`src/rtl/sc_dmem_arbiter.sv`:
```
// Round-robin arbiter giving two masters one-at-a-time access to the
// single-port synchronous data memory; all memory-side and master-side outputs are registered.
module sc_dmem_arbiter #(
  parameter int ADDR_W = 32,
  parameter int DATA_W = 32,
  parameter int RD_LAT = 1
) (
  input  logic              clock,
  input  logic              reset,
  input  logic              m0_req,
  input  logic              m0_we,
  input  logic [ADDR_W-1:0] m0_addr,
  input  logic [DATA_W-1:0] m0_wdata,
  output logic              m0_gnt,
  output logic              m0_rvalid,
  output logic [DATA_W-1:0] m0_rdata,
  input  logic              m1_req,
  input  logic              m1_we,
  input  logic [ADDR_W-1:0] m1_addr,
  input  logic [DATA_W-1:0] m1_wdata,
  output logic              m1_gnt,
  output logic              m1_rvalid,
  output logic [DATA_W-1:0] m1_rdata,
  output logic              mem_en,
  output logic              mem_we,
  output logic [ADDR_W-1:0] mem_addr,
  output logic [DATA_W-1:0] mem_wdata,
  input  logic [DATA_W-1:0] mem_rdata,
  output logic              busy
);

  localparam int CNT_W = (RD_LAT > 1) ? $clog2(RD_LAT) : 1;

  typedef enum logic [1:0] {
    IDLE  = 2'd0,
    ISSUE = 2'd1,
    WAIT  = 2'd2
  } state_e;

  state_e             state_r, state_s;
  logic [CNT_W-1:0]   cnt_r, cnt_s;
  logic               grant_s;
  logic               winner_s;
  logic               capture_s;
  logic               last_r;
  logic               owner_r;
  logic               m0_gnt_r, m1_gnt_r;
  logic               m0_rvalid_r, m1_rvalid_r;
  logic [DATA_W-1:0]  m0_rdata_r, m1_rdata_r;
  logic               mem_en_r, mem_we_r;
  logic [ADDR_W-1:0]  mem_addr_r;
  logic [DATA_W-1:0]  mem_wdata_r;
  logic               busy_r;

  // FSM state and read-latency counter registers
  always_ff @(posedge clock or posedge reset) begin
    if (reset) begin
      state_r <= IDLE;
      cnt_r   <= {CNT_W{1'b0}};
    end else begin
      state_r <= state_s;
      cnt_r   <= cnt_s;
    end
  end

  // Next-state, arbitration and read-capture decisions
  always_comb begin
    state_s   = state_r;
    cnt_s     = cnt_r;
    grant_s   = 1'b0;
    winner_s  = 1'b0;
    capture_s = 1'b0;
    case (state_r)
      IDLE: begin
        if (m0_req || m1_req) begin
          grant_s  = 1'b1;
          // On a tie the master not granted last time wins
          winner_s = (m0_req && m1_req) ? ~last_r : m1_req;
          state_s  = ISSUE;
        end else begin
          state_s = IDLE;
        end
      end
      ISSUE: begin
        if (mem_we_r) begin
          state_s = IDLE;
        end else begin
          state_s = WAIT;
          cnt_s   = CNT_W'(RD_LAT - 1);
        end
      end
      WAIT: begin
        if (cnt_r == {CNT_W{1'b0}}) begin
          capture_s = 1'b1;
          state_s   = IDLE;
        end else begin
          cnt_s = cnt_r - CNT_W'(1);
        end
      end
      default: begin
        state_s = IDLE;
      end
    endcase
  end

  // Registered grants, memory command, read-data return and round-robin pointer
  always_ff @(posedge clock or posedge reset) begin
    if (reset) begin
      last_r      <= 1'b1;
      owner_r     <= 1'b0;
      m0_gnt_r    <= 1'b0;
      m1_gnt_r    <= 1'b0;
      m0_rvalid_r <= 1'b0;
      m1_rvalid_r <= 1'b0;
      m0_rdata_r  <= {DATA_W{1'b0}};
      m1_rdata_r  <= {DATA_W{1'b0}};
      mem_en_r    <= 1'b0;
      mem_we_r    <= 1'b0;
      mem_addr_r  <= {ADDR_W{1'b0}};
      mem_wdata_r <= {DATA_W{1'b0}};
      busy_r      <= 1'b0;
    end else begin
      mem_en_r    <= grant_s;
      m0_gnt_r    <= grant_s & ~winner_s;
      m1_gnt_r    <= grant_s & winner_s;
      m0_rvalid_r <= capture_s & ~owner_r;
      m1_rvalid_r <= capture_s & owner_r;
      busy_r      <= (state_s != IDLE);
      if (grant_s) begin
        owner_r     <= winner_s;
        last_r      <= winner_s;
        mem_we_r    <= winner_s ? m1_we    : m0_we;
        mem_addr_r  <= winner_s ? m1_addr  : m0_addr;
        mem_wdata_r <= winner_s ? m1_wdata : m0_wdata;
      end
      if (capture_s && !owner_r) begin
        m0_rdata_r <= mem_rdata;
      end
      if (capture_s && owner_r) begin
        m1_rdata_r <= mem_rdata;
      end
    end
  end

  assign m0_gnt    = m0_gnt_r;
  assign m1_gnt    = m1_gnt_r;
  assign m0_rvalid = m0_rvalid_r;
  assign m1_rvalid = m1_rvalid_r;
  assign m0_rdata  = m0_rdata_r;
  assign m1_rdata  = m1_rdata_r;
  assign mem_en    = mem_en_r;
  assign mem_we    = mem_we_r;
  assign mem_addr  = mem_addr_r;
  assign mem_wdata = mem_wdata_r;
  assign busy      = busy_r;

endmodule

```
`config.mk`:
```
export PLATFORM = sky130hd
export DESIGN_NAME = sc_dmem_arbiter
export DESIGN_NICKNAME = d
export VERILOG_FILES = /design/src/rtl/sc_dmem_arbiter.sv
export SDC_FILE = /design/constraint.sdc
export NUM_CORES = 1
export LEC_CHECK = 0
export ABC_AREA = 1
export BUFFER_PORTS_ARGS = -buffer_cell sky130_fd_sc_hd__buf_2
export CAP_MARGIN = 20
export CORE_MARGIN = 4
export CORE_UTILIZATION = 40
export DETAILED_ROUTE_END_ITERATION = 10
export PLACE_DENSITY = 0.83
export SLEW_MARGIN = 40
export SYNTH_ARGS = -nofsm -noshare
export SYNTH_HDL_FRONTEND = slang
export SYNTH_SLANG_ARGS = --single-unit
```
`constraint.sdc`:
```
create_clock -name clock -period 11.6 [get_ports clock]
set_input_delay 2.32 -clock clock [delete_from_list [all_inputs] [get_ports clock]]
set_output_delay 2.32 -clock clock [all_outputs]
set_load 0.02 [all_outputs]
```
==> tab_implementation.tex, run 1 <==
\begin{tabular}{lr}
\hline
Metric & Value \\
\hline
\multicolumn{2}{l}{\textbf{Power}} \\
\quad Overall power consumption & about 2.5 mW \\
\quad Maximum VDD drop & $\sim$0.15 mV \\
\quad Pwr/cell area & $\sim$310 mW/mm\^{}2 \\
\quad Leakage power summed over all cells & 4.60 nW \\
\multicolumn{2}{l}{\textbf{STA}} \\
\quad Achievable clock frequency & 0.236 GHz \\
\quad Final min period & $\sim$4200 ps \\
\quad Unrepaired setup endpoints after global routing & no \\
\quad Final worst setup slack & about 7400 ps \\
\quad Max\_slew headroom & between 40\% and 50\% \\
\quad Ratio of final minimum period to clock period & roughly 36\% \\
\quad Setup TNS after final layout & 0 ps \\
\quad Number of setup violations in the final report & 0 \\
\quad Final hold violations & 0 \\
\quad Worst Tran Pin Value & just over 800 ps \\
\quad Max-slew violation count & 0 \\
\quad Final worst clock skew & 5.97 ps \\
\multicolumn{2}{l}{\textbf{Floorplanning}} \\
\quad Die height & $\sim$130 um \\
\quad Core area & roughly 0.014 mm\^{}2 \\
\quad Floorplan row count & 44 \\
\quad Number of top-level pins & around 300 \\
\quad Initial Utilization & 40.6\% \\
\quad Die extent in x & 129 um \\
\quad Die footprint & about 0.017 mm\^{}2 \\
\multicolumn{2}{l}{\textbf{Clock network}} \\
\quad Maximum root-to-sink buffer count & 2 \\
\quad Post-CTS Setup Repair Bufs & 0 \\
\quad Clock edge transition at the registers on the reported setup and hold paths & roughly 60 ps \\
\quad Skew-Pair Late Insertion Delay & 410 ps \\
\quad Clock H-tree levels & 4 \\
\quad Root Buffer & sky130\_fd\_sc\_hd\_\_clkbuf\_16 \\
\quad Post-CTS Resized & 0 \\
\quad Number of buffers added by the clock tree synthesis step & 17 \\
\quad Hold buffers post-CTS & 0 \\
\quad CTS tree & yes \\
\quad Clock sink total & 139 \\
\multicolumn{2}{l}{\textbf{Final layout}} \\
\quad Sequential cell area in the final layout & roughly 0.0035 mm\^{}2 \\
\quad Share of layout cells above drive strength 1 & between 30\% and 40\% \\
\quad Post-layout instance area & between 0.008 and 0.009 mm\^{}2 \\
\quad Final Util & a little under three fifths \\
\quad Synth-to-layout area growth & 36.9\% \\
\quad Nets & 1,134 \\
\quad FILL cells & about 1,300 \\
\quad Footprint of the multi-input gates & 0.00191 mm\^{}2 \\
\quad Antenna fix cells & 0 \\
\multicolumn{2}{l}{\textbf{Routing}} \\
\quad DRC violations left & 0 \\
\quad Routed via count divided by cell count & about 4.8 \\
\quad Total via count after detailed routing & about 5,600 \\
\quad Final ANT Viol Nets & 0 \\
\quad Pre-Repair DR Iteration Count & 5 \\
\quad DRT Wirelength & $\sim$17 mm \\
\quad Initial DRC count & between 300 and 400 \\
\quad WL/cell & $\sim$15 um \\
\multicolumn{2}{l}{\textbf{Placed design}} \\
\quad I/O Buffers & 300 \\
\quad Detail Placement HPWL & around 12 mm \\
\quad GP Congestion & 0.784 \\
\quad Dpl cell area & approximately 0.0075 mm\^{}2 \\
\quad Post-placement setup slack & between 6000 and 7000 ps \\
\multicolumn{2}{l}{\textbf{Synthesis}} \\
\quad Cell count after synthesis & 691 \\
\quad Average footprint of a synthesized cell & 8.50 um\^{}2 \\
\quad Number of library cell types mapped by synthesis & 18 \\
\quad Share of the yosys chip area belonging to registers & 59.2\% \\
\quad Biggest area contributors in the synthesized netlist & sky130\_fd\_sc\_hd\_\_dfrtp\_1 (59\%), sky130\_fd\_sc\_hd\_\_nand2\_1 (14\%), sky130\_fd\_sc\_hd\_\_nand3\_1 (9.5\%) \\
\quad Netlist Area Pre-Place & roughly 0.0059 mm\^{}2 \\
\quad Post-synthesis net count & 857 \\
\quad Post-synthesis cell type with the largest combined area & sky130\_fd\_sc\_hd\_\_dfrtp\_1 \\
\quad Yosys warnings & 0 \\
\quad Synth Register Bits & 139 \\
\quad Area fraction of the dominant cell type after synthesis & 58.8\% \\
\multicolumn{2}{l}{\textbf{Outcome}} \\
\quad Status & finished clean \\
\multicolumn{2}{l}{\textbf{Setup path}} \\
\quad Reg-to-Reg Start & last\_r \\
\quad Kind of end point of the critical path & flip-flop \\
\quad Crit start category & input pin \\
\quad Largest fanout of any net on the critical path & a little under 70 \\
\quad Worst flop-to-flop path endpoint & mem\_wdata[22] \\
\quad Critical path arrival & between 4000 and 5000 ps \\
\quad Crit Path Class & in2reg \\
\quad CP Data Required Time & about 12,000 ps \\
\quad R2R setup slack & 8840 ps \\
\quad Depth of the worst register-to-register path & 6 \\
\multicolumn{2}{l}{\textbf{Global route}} \\
\quad Initial antenna violation count & 0 \\
\quad Maximum number of pins on one net before global-route repair & 73 \\
\quad Via count of the first global-routing pass & roughly 5,400 \\
\quad Global-route total usage across every layer & 20.0\% \\
\quad Residual overflow from global routing & 0 \\
\quad First-pass GRT wire length & 26.6 mm \\
\multicolumn{2}{l}{\textbf{Min path}} \\
\quad Class of the most critical hold timing path & reg2reg \\
\quad Hold Path Origin & last\_r \\
\quad Hold Path Cell Cnt & 2 \\
\quad Worst-case hold path end point & last\_r \\
\multicolumn{2}{l}{\textbf{Flow run}} \\
\quad Max-cap violations & 0 \\
\hline
\end{tabular}
==> Yosys cell counts (all sizes together) <==
cell type,n
buf,23
clkbuf,22
dfrtp,138
dfstp,1
inv,83
nand2,220
nand3,112
nand4,21
nor2,4
nor3,1
o21ai,65
or2,1
==> routing by layer <==
| layer | up-vias | track usage, % | part of all wire [%] |
|---|---|---|---|
| met3 | 21 | 6.35 | 11 |
| li1 | 2761 | - | - |
| met4 | 0 | 6.79 | 1.7 |
| met1 | 2587 | 25.0 | 40 |
| met5 | - | 0 | 0 |
| met2 | 272 | 33.0 | 47 |
==> cell families after synthesis <==
family | Yosys count | share of synthesized area, %
flops | 139 | 59.2
buf+inv | 128 | 8.71
compound gates | 65 | 5.54
simple gates | 359 | 26.5
==> area by class of cell <==
cell class                 count  share of cell area [%]
clock buffer                  20                    5.68
clock inverter                12                    1.42
inverter                      83                    3.97
multi-input combinational    424                    23.8
sequential                   139                    43.3
tap                          184                    2.86
timing repair buffer         303                    19.0
==> worst max-delay path, stage by stage <==
cell,delay (ps)
sky130_fd_sc_hd__buf_2,90
sky130_fd_sc_hd__nand2_1,470
sky130_fd_sc_hd__nand3_2,240
sky130_fd_sc_hd__buf_4,570
sky130_fd_sc_hd__inv_2,510
sky130_fd_sc_hd__nand2_1,190
sky130_fd_sc_hd__nand3_1,90
==> worst max-delay path by stage <==
| stage | from | to | slack, ps | depth (start not counted) |
|---|---|---|---|---|
| final | m0_req | mem_wdata[22] | 7370 | 7 |
| after global routing | m0_req | mem_addr[25] | 7190 | 7 |
| after CTS | m0_req | mem_wdata[30] | 7370 | 7 |
| after detailed placement | m0_req | mem_wdata[22] | 6920 | 7 |
| after global placement | m0_req | mem_wdata[20] | 7010 | 7 |
| after floorplan | reset | busy | 5560 | 1 |
==> flip-flops by register name (all words and copies together), names as in the netlist, 2 cells and up <==
signal     flops
m0_rdata      32
mem_addr      32
m1_rdata      32
mem_wdata     32
state_r        2
==> report_power, final <==
group,leakage (nW),switching [mW],internal [mW]
Sequential,1.68,0.130,0.736
Clock,0.269,0.207,0.308
Combinational,2.65,0.783,0.357
Total,4.60,1.12,1.40
==> layout by cell type (no fill, tap or decap) <==
cell type,count
sky130_fd_sc_hd__buf_2,300
sky130_fd_sc_hd__buf_4,2
sky130_fd_sc_hd__buf_6,1
sky130_fd_sc_hd__bufinv_16,1
sky130_fd_sc_hd__clkbuf_1,1
sky130_fd_sc_hd__clkbuf_16,17
sky130_fd_sc_hd__clkbuf_8,2
sky130_fd_sc_hd__clkinv_2,2
sky130_fd_sc_hd__clkinv_4,2
sky130_fd_sc_hd__clkinvlp_4,4
sky130_fd_sc_hd__dfrtp_1,138
sky130_fd_sc_hd__dfstp_2,1
sky130_fd_sc_hd__inv_1,80
sky130_fd_sc_hd__inv_2,1
sky130_fd_sc_hd__inv_4,1
sky130_fd_sc_hd__inv_6,4
sky130_fd_sc_hd__nand2_1,220
sky130_fd_sc_hd__nand3_1,109
sky130_fd_sc_hd__nand3_2,1
sky130_fd_sc_hd__nand3_4,2
sky130_fd_sc_hd__nand4_1,21
sky130_fd_sc_hd__nor2_1,2
sky130_fd_sc_hd__nor2_4,2
sky130_fd_sc_hd__nor3_1,1
sky130_fd_sc_hd__o21ai_0,65
sky130_fd_sc_hd__or2_2,1
==> per-stage QoR <==
step / std cells / hold slack (ps)
2_1_floorplan: 691 / 443
3_3_place_gp: 1133 / 452
3_5_place_dp: 1133 / 455
4_1_cts: 1165 / 464
5_1_grt: 1165 / 494
6_report: 1165 / 460
No activity file was read; power rests on OpenSTA's default activity.
==> run 2, diff against run 1 <==
--- a/config.mk
+++ b/config.mk
@@ -11,7 +11,7 @@
 export CORE_MARGIN = 4
 export CORE_UTILIZATION = 40
 export DETAILED_ROUTE_END_ITERATION = 10
-export PLACE_DENSITY = 0.83
+export PLACE_DENSITY = 0.86
 export SLEW_MARGIN = 40
 export SYNTH_ARGS = -nofsm -noshare
 export SYNTH_HDL_FRONTEND = slang
==> constraint.sdc (replaced) <==
create_clock -name clock -period 3.6 [get_ports clock]
set_input_delay 0.72 -clock clock [delete_from_list [all_inputs] [get_ports clock]]
set_output_delay 0.72 -clock clock [all_outputs]
set_load 0.02 [all_outputs]
==> run 2 against run 1 <==
Compared with the run above:
- flip-flop and latch count unchanged
- hold slack improved by 11 ps
- clock-buffer cell count decreased by 2
- critical path depth decreased by 2
- die area unchanged
- critical path type unchanged
- final area increased by 0.92%
- critical endpoint is now mem_addr[6]
- first-iteration DRC count decreased by 7.2%
- final cell count increased by 0.60%
- clock power increased to 3.4 times the previous value
==> tab_implementation.tex, run 2 (synthesis gave the netlist of run 1 again) <==
\begin{tabular}{lr}
\hline
Metric & Value \\
\hline
\multicolumn{2}{l}{\textbf{Clock network}} \\
\quad Hold buffers post-CTS & 0 \\
\quad Skew-Pair Late Insertion Delay & $\sim$410 ps \\
\quad Clock H-tree levels & 4 \\
\quad CTS tree & yes \\
\quad Root Buffer & sky130\_fd\_sc\_hd\_\_clkbuf\_16 \\
\quad Number of buffers added by the clock tree synthesis step & 17 \\
\quad Maximum root-to-sink buffer count & 2 \\
\quad Post-CTS Resized & 0 \\
\quad Post-CTS Setup Repair Bufs & 0 \\
\quad Clock edge transition at the registers on the reported setup and hold paths & $\sim$60 ps \\
\quad Clock sink total & approximately 140 \\
\multicolumn{2}{l}{\textbf{Routing}} \\
\quad Initial DRC count & about 350 \\
\quad Total via count after detailed routing & 5,696 \\
\quad Final ANT Viol Nets & 0 \\
\quad Routed via count divided by cell count & $\sim$4.9 \\
\quad WL/cell & 14.7 um \\
\quad DRT Wirelength & 17.2 mm \\
\quad Pre-Repair DR Iteration Count & 4 \\
\quad DRC violations left & 0 \\
\multicolumn{2}{l}{\textbf{Global route}} \\
\quad Via count of the first global-routing pass & between 5,000 and 6,000 \\
\quad Initial antenna violation count & 1 \\
\quad Global-route total usage across every layer & 19.9\% \\
\quad Residual overflow from global routing & 0 \\
\quad First-pass GRT wire length & between 20 and 30 mm \\
\quad Maximum number of pins on one net before global-route repair & 72 \\
\multicolumn{2}{l}{\textbf{Setup path}} \\
\quad Worst flop-to-flop path endpoint & mem\_addr[6] \\
\quad Reg-to-Reg Start & last\_r \\
\quad Largest fanout of any net on the critical path & 45 \\
\quad R2R setup slack & 1390 ps \\
\quad Crit Path Class & in2reg \\
\quad First element of the critical path & m1\_req \\
\quad Slowest-stage cell, CP & sky130\_fd\_sc\_hd\_\_inv\_2 \\
\quad Kind of end point of the critical path & flip-flop \\
\quad CP Data Required Time & 3940 ps \\
\quad Critical path cell sequence & buf\_2, nand3\_2, inv\_2, nand2\_1, nand3\_1 \\
\quad Path length in cells of the critical path & 5 \\
\quad Critical path arrival & between 2000 and 3000 ps \\
\quad CP peak stage delay & approximately 740 ps \\
\quad Crit path capture & mem\_addr[6] \\
\quad Sum of buffers and inverters on the critical path & 2 \\
\quad Crit start category & input pin \\
\quad Depth of the worst register-to-register path & 6 \\
\quad Cell type group with the largest total delay on the critical path & buffers and inverters \\
\multicolumn{2}{l}{\textbf{Final layout}} \\
\quad Final Util & around 56\% \\
\quad FILL cells & 1,272 \\
\quad Count of placed standard cells in the final layout, fillers left out & about 1,200 \\
\quad Share of layout cells above drive strength 1 & 35.6\% \\
\quad Commonest cells after routing, fill and taps aside & sky130\_fd\_sc\_hd\_\_buf\_2 (300), sky130\_fd\_sc\_hd\_\_nand2\_1 (220), sky130\_fd\_sc\_hd\_\_dfrtp\_1 (138) \\
\quad Footprint of the multi-input gates & between 0.0015 and 0.002 mm\^{}2 \\
\quad Synth-to-layout area growth & 38.1\% \\
\quad Sequential cell area in the final layout & roughly 0.0035 mm\^{}2 \\
\quad Post-layout instance area & just over 0.008 mm\^{}2 \\
\quad Leading cell type in the layout, fill and taps excluded & sky130\_fd\_sc\_hd\_\_buf\_2 \\
\quad Nets & 1,140 \\
\multicolumn{2}{l}{\textbf{STA}} \\
\quad Achievable clock frequency & between 0.4 and 0.5 GHz \\
\quad Number of setup violations in the final report & 0 \\
\quad Final min period & roughly 2300 ps \\
\quad Ratio of final minimum period to clock period & a little under two thirds \\
\quad Worst Hold Slack & approximately 470 ps \\
\quad Max-slew violation count & 0 \\
\quad Max\_slew headroom & between 40\% and 50\% \\
\quad Setup TNS after final layout & 0 ps \\
\quad Worst Tran Pin Value & approximately 780 ps \\
\quad Unrepaired setup endpoints after global routing & no \\
\quad Final worst setup slack & around 1300 ps \\
\quad Final worst clock skew & slightly above 7 ps \\
\quad Final hold violations & 0 \\
\multicolumn{2}{l}{\textbf{Power}} \\
\quad Maximum VDD drop & between 0.4 and 0.5 mV \\
\quad Internal Pwr Total & about 4.6 mW \\
\quad Sequential cell fraction of total power & around a third \\
\quad Switching power summed over all nets & 3.65 mW \\
\quad Leakage power summed over all cells & around 4.7 nW \\
\quad Net switching fraction of the power & 44.3\% \\
\quad Pwr/cell area & around 1000 mW/mm\^{}2 \\
\quad Logic gate share of total power & 45.0\% \\
\quad Clk pwr share & 21.2\% \\
\quad Overall power consumption & about 8.3 mW \\
\multicolumn{2}{l}{\textbf{Placed design}} \\
\quad Dpl cell area & between 0.007 and 0.008 mm\^{}2 \\
\quad Detail Placement HPWL & $\sim$13 mm \\
\quad Post-placement setup slack & 965 ps \\
\quad GP Congestion & between 0.8 and 0.9 \\
\quad I/O Buffers & 300 \\
\quad \# placed instances & $\sim$1,100 \\
\multicolumn{2}{l}{\textbf{Floorplanning}} \\
\quad Number of top-level pins & roughly 300 \\
\quad Core area & $\sim$0.014 mm\^{}2 \\
\quad Die height & 129 um \\
\quad Die extent in x & 129 um \\
\quad Floorplan row count & 44 \\
\quad Initial Utilization & between 40\% and 50\% \\
\quad Die footprint & 0.0167 mm\^{}2 \\
\multicolumn{2}{l}{\textbf{Min path}} \\
\quad Class of the most critical hold timing path & reg2reg \\
\multicolumn{2}{l}{\textbf{Outcome}} \\
\quad Status & finished clean \\
\multicolumn{2}{l}{\textbf{Flow run}} \\
\quad Max-cap violations & 0 \\
\hline
\end{tabular}
==> run 2: worst min-delay path: stages, from the launching register on <==
cell and delay [ps]:
sky130_fd_sc_hd__dfrtp_1 340, sky130_fd_sc_hd__nand2_1 50, sky130_fd_sc_hd__nand2_1 50
==> run 2: layout make-up <==
type                            instances  share of cell area, %
Antenna cell                            1                 0.0308
Clock buffer                           18                   5.41
Clock inverter                         14                   2.00
Inverter                               83                   3.89
Multi-Input combinational cell        424                   23.5
Sequential cell                       139                   42.9
Tap cell                              184                   2.84
Timing Repair Buffer                  309                   19.4
==> run 2: worst min path at each step <==
stage | start | endpoint | slack, ps | cells past startpoint
after floorplan | last_r | last_r | 440 | 2
after global placement | last_r | last_r | 450 | 2
after detailed placement | mem_wdata[8] | mem_wdata[8] | 460 | 2
after CTS | mem_wdata[8] | mem_wdata[8] | 480 | 2
after global routing | mem_wdata[11] | mem_wdata[11] | 490 | 2
final | mem_wdata[16] | mem_wdata[16] | 470 | 2
==> run 2: layer usage <==
layer	vias up	global-route usage, %	part of all wire, %
met3	15	6.92	10
met2	253	32.7	49
li1	2765	-	-
met5	-	0	0
met1	2663	25.0	40
met4	0	5.68	1.2
==> run 2: power by group through the flow <==
stage	registers (mW)	logic, mW	clock network, mW
after floorplan	3.72	1.48	0
after global placement	2.76	3.64	0
after detailed placement	2.80	3.75	0
after CTS	2.79	3.76	1.79
after global routing	2.88	4.08	1.86
final	2.79	3.71	1.75
==> run 3, diff against run 2 <==
--- a/config.mk
+++ b/config.mk
@@ -5,7 +5,7 @@
 export SDC_FILE = /design/constraint.sdc
 export NUM_CORES = 1
 export LEC_CHECK = 0
-export ABC_AREA = 1
+export ABC_AREA = 0
 export BUFFER_PORTS_ARGS = -buffer_cell sky130_fd_sc_hd__buf_2
 export CAP_MARGIN = 20
 export CORE_MARGIN = 4
==> constraint.sdc (replaced) <==
create_clock -name clock -period 1.9 [get_ports clock]
set_input_delay 0.38 -clock clock [delete_from_list [all_inputs] [get_ports clock]]
set_output_delay 0.38 -clock clock [all_outputs]
set_load 0.02 [all_outputs]
==> run 3 against run 2 <==
Compared with the run above:
- combinational power grew 99%
- register-to-register slack lost 1200 ps
- die area grew 0.61%
- clock skew is essentially flat
- area after synthesis grew 0.66%
- synthesized cell count shrank 37%
- power grew 93%
- wire length grew 0.23%
- via count shrank 15%
- critical path type is now reg2reg
- largest power group unchanged
==> tab_implementation.tex, run 3 <==
\begin{tabular}{lr}
\hline
Metric & Value \\
\hline
\multicolumn{2}{l}{\textbf{Routing}} \\
\quad DRT Wirelength & 17.2 mm \\
\quad Initial DRC count & between 150 and 200 \\
\quad Total via count after detailed routing & $\sim$4,900 \\
\quad Final ANT Viol Nets & 0 \\
\quad Pre-Repair DR Iteration Count & 4 \\
\quad WL/cell & around 19 um \\
\quad Routed via count divided by cell count & between 5 and 6 \\
\quad DRC violations left & 0 \\
\multicolumn{2}{l}{\textbf{STA}} \\
\quad Worst Tran Pin Value & a little under 500 ps \\
\quad Final hold violations & 0 \\
\quad Max\_slew headroom & about two thirds \\
\quad Ratio of final minimum period to clock period & approximately 90\% \\
\quad Final worst setup slack & approximately 170 ps \\
\quad Achievable clock frequency & around 0.58 GHz \\
\quad Setup TNS after final layout & 0 ps \\
\quad Final worst clock skew & a little over 7 ps \\
\quad Unrepaired setup endpoints after global routing & no \\
\quad Worst Hold Slack & $\sim$180 ps \\
\quad Final min period & roughly 1700 ps \\
\quad Number of setup violations in the final report & 0 \\
\quad Max-slew violation count & 0 \\
\multicolumn{2}{l}{\textbf{Clock network}} \\
\quad Post-CTS Setup Repair Bufs & 0 \\
\quad Root Buffer & sky130\_fd\_sc\_hd\_\_clkbuf\_16 \\
\quad Clock H-tree levels & 4 \\
\quad CTS tree & yes \\
\quad Number of buffers added by the clock tree synthesis step & 17 \\
\quad Skew-Pair Late Insertion Delay & a little over 400 ps \\
\quad Clock sink total & $\sim$140 \\
\quad Clock edge transition at the registers on the reported setup and hold paths & 60 ps \\
\quad Maximum root-to-sink buffer count & 2 \\
\multicolumn{2}{l}{\textbf{Min path}} \\
\quad Class of the most critical hold timing path & in2reg \\
\quad Hold Path Cell Cnt & 2 \\
\quad Hold Path Origin & m1\_wdata[15] \\
\quad Worst-case hold path end point & mem\_wdata[15] \\
\multicolumn{2}{l}{\textbf{Setup path}} \\
\quad CP peak stage delay & 430 ps \\
\quad R2R setup slack & 170 ps \\
\quad Crit start category & flip-flop \\
\quad Depth of the worst register-to-register path & 4 \\
\quad CP Data Required Time & approximately 2200 ps \\
\quad Critical path arrival & 2080 ps \\
\quad Largest fanout of any net on the critical path & 39 \\
\quad Crit Path Class & reg2reg \\
\quad Worst flop-to-flop path endpoint & mem\_wdata[13] \\
\quad Reg-to-Reg Start & state\_r[0] \\
\quad Kind of end point of the critical path & flip-flop \\
\quad Sum of buffers and inverters on the critical path & 1 \\
\quad Cell type group with the largest total delay on the critical path & compound AO/OA/AOI/OAI gates \\
\quad Slowest-stage cell, CP & sky130\_fd\_sc\_hd\_\_dfrtp\_1 \\
\quad Critical path cell sequence & or2\_4, buf\_12, a2111oi\_0, a211o\_1 \\
\multicolumn{2}{l}{\textbf{Global route}} \\
\quad Via count of the first global-routing pass & between 4,000 and 5,000 \\
\quad First-pass GRT wire length & around 26 mm \\
\quad Residual overflow from global routing & 0 \\
\quad Maximum number of pins on one net before global-route repair & 46 \\
\quad Initial antenna violation count & 3 \\
\quad Global-route total usage across every layer & between 15 and 20\% \\
\multicolumn{2}{l}{\textbf{Placed design}} \\
\quad Detail Placement HPWL & about 13 mm \\
\quad Post-placement setup slack & 172 ps \\
\quad Dpl cell area & around 0.0077 mm\^{}2 \\
\quad I/O Buffers & 300 \\
\quad GP Congestion & $\sim$0.8 \\
\multicolumn{2}{l}{\textbf{Synthesis}} \\
\quad Netlist Area Pre-Place & 0.00591 mm\^{}2 \\
\quad Post-synthesis cell type with the largest combined area & sky130\_fd\_sc\_hd\_\_dfrtp\_1 \\
\quad Average footprint of a synthesized cell & approximately 14 um\^{}2 \\
\quad Commonest register cell after synthesis & sky130\_fd\_sc\_hd\_\_dfrtp\_1 \\
\quad Area fraction of the dominant cell type after synthesis & between 50\% and 60\% \\
\quad Synth Register Bits & about 140 \\
\quad Post-synthesis async set-or-reset flop share & 100\% \\
\quad Post-synthesis net count & around 600 \\
\quad Number of library cell types mapped by synthesis & 25 \\
\quad Yosys warnings & 0 \\
\quad Share of the yosys chip area belonging to registers & 58.8\% \\
\quad Most instantiated library cell after synthesis & sky130\_fd\_sc\_hd\_\_dfrtp\_1 \\
\quad Top cell types by occurrence after synthesis & sky130\_fd\_sc\_hd\_\_dfrtp\_1 (138), sky130\_fd\_sc\_hd\_\_o21a\_1 (65), sky130\_fd\_sc\_hd\_\_mux2\_2 (64) \\
\quad Cell count after synthesis & $\sim$440 \\
\quad Number of synthesized flops with an enable pin & 0 \\
\quad Biggest area contributors in the synthesized netlist & sky130\_fd\_sc\_hd\_\_dfrtp\_1 (58\%), sky130\_fd\_sc\_hd\_\_mux2\_2 (12\%), sky130\_fd\_sc\_hd\_\_o21a\_1 (8.3\%) \\
\multicolumn{2}{l}{\textbf{Floorplanning}} \\
\quad Number of top-level pins & between 300 and 400 \\
\quad Floorplan row count & 44 \\
\quad Die height & about 130 um \\
\quad Die footprint & between 0.015 and 0.02 mm\^{}2 \\
\quad Core area & 0.0145 mm\^{}2 \\
\quad Initial Utilization & between 40\% and 50\% \\
\quad Die extent in x & between 100 and 150 um \\
\multicolumn{2}{l}{\textbf{Final layout}} \\
\quad Share of layout cells above drive strength 1 & between 50 and 60\% \\
\quad Synth-to-layout area growth & 40.0\% \\
\quad Leading cell type in the layout, fill and taps excluded & sky130\_fd\_sc\_hd\_\_buf\_2 \\
\quad Nets & 898 \\
\quad Post-layout instance area & 0.00828 mm\^{}2 \\
\quad Commonest cells after routing, fill and taps aside & sky130\_fd\_sc\_hd\_\_buf\_2 (300), sky130\_fd\_sc\_hd\_\_dfrtp\_1 (138), sky130\_fd\_sc\_hd\_\_o21a\_1 (65) \\
\multicolumn{2}{l}{\textbf{Outcome}} \\
\quad Status & finished clean \\
\multicolumn{2}{l}{\textbf{Power}} \\
\quad Pwr/cell area & around 1900 mW/mm\^{}2 \\
\quad Leakage power summed over all cells & roughly 4.2 nW \\
\quad Maximum VDD drop & 0.774 mV \\
\multicolumn{2}{l}{\textbf{Flow run}} \\
\quad Max-cap violations & 0 \\
\hline
\end{tabular}
-- run 3: cell count changes after synthesis, moves of 3 or more --
cell and change:
sky130_fd_sc_hd__nand2_1 -219, sky130_fd_sc_hd__nand3_1 -111, sky130_fd_sc_hd__o21a_1 +65, sky130_fd_sc_hd__mux2_2 +64, sky130_fd_sc_hd__o21ai_0 -64, sky130_fd_sc_hd__inv_1 -54
sky130_fd_sc_hd__a221o_1 +44, sky130_fd_sc_hd__a2111oi_0 +21, sky130_fd_sc_hd__a211o_1 +21, sky130_fd_sc_hd__nand4_1 -21, sky130_fd_sc_hd__buf_6 +6, sky130_fd_sc_hd__buf_2 -4
sky130_fd_sc_hd__buf_1 -3
-- run 3: cells by family after synthesis --
group	Yosys count	synth area share, %
AND/OR/NAND/NOR	9	0.973
AO/OA/AOI/OAI	155	22.6
multiplexers	64	12.2
buffers and inverters	68	5.42
flip-flops	139	58.8
-- run 3: what timing repair did --
action,4_1_cts,5_1_grt
hold buffers,1,0
hold endpoints to repair,11,0
gates resized for setup,0,2
endpoints found under the setup margin,0,2
-- run 3: worst max path at each step --
stage | end | slack, ps | from | cells after the start
floorplan | busy | -210 | reset | 1
global placement | mem_wdata[3] | 230 | last_r | 4
detailed placement | mem_wdata[5] | 170 | last_r | 4
CTS | mem_wdata[13] | 140 | state_r[0] | 4
global route | mem_wdata[13] | 70 | state_r[0] | 4
finish | mem_wdata[13] | 170 | state_r[0] | 4
-- run 3: where the power goes --
group	switching, mW	total, mW	internal (mW)
sequential	0.766	5.22	4.46
combinational	4.23	7.40	3.17
clock	1.28	3.30	2.01
total	6.28	15.9	9.64
-- run 3: cell type report --
cell class	instances	area [um^2]
timing repair buffer	319	1730
clock inverter	12	139
fill	1217	6260
sequential	139	3480
tap	184	230
inverter	27	105
multi-input combinational	228	2130
antenna	1	2.50
clock buffer	19	453
-- run 3: layer usage --
layer	up-vias	GRT usage, %	share of wire, %
met5	-	0	0.12
met4	4	6.97	1.8
met3	27	6.80	10
met2	247	32.9	49
met1	2337	24.6	39
li1	2250	-	-
-- run 3: metrics by stage --
step / util (%) / instances / total power, mW
detailed placement: 52.8 / 896 / 12.8
CTS: 56.9 / 928 / 16.1
finish: 57.0 / 929 / 15.9
floorplan: - / 435 / 10.2
global route: 57.0 / 929 / 16.9
global placement: 52.8 / 896 / 12.5
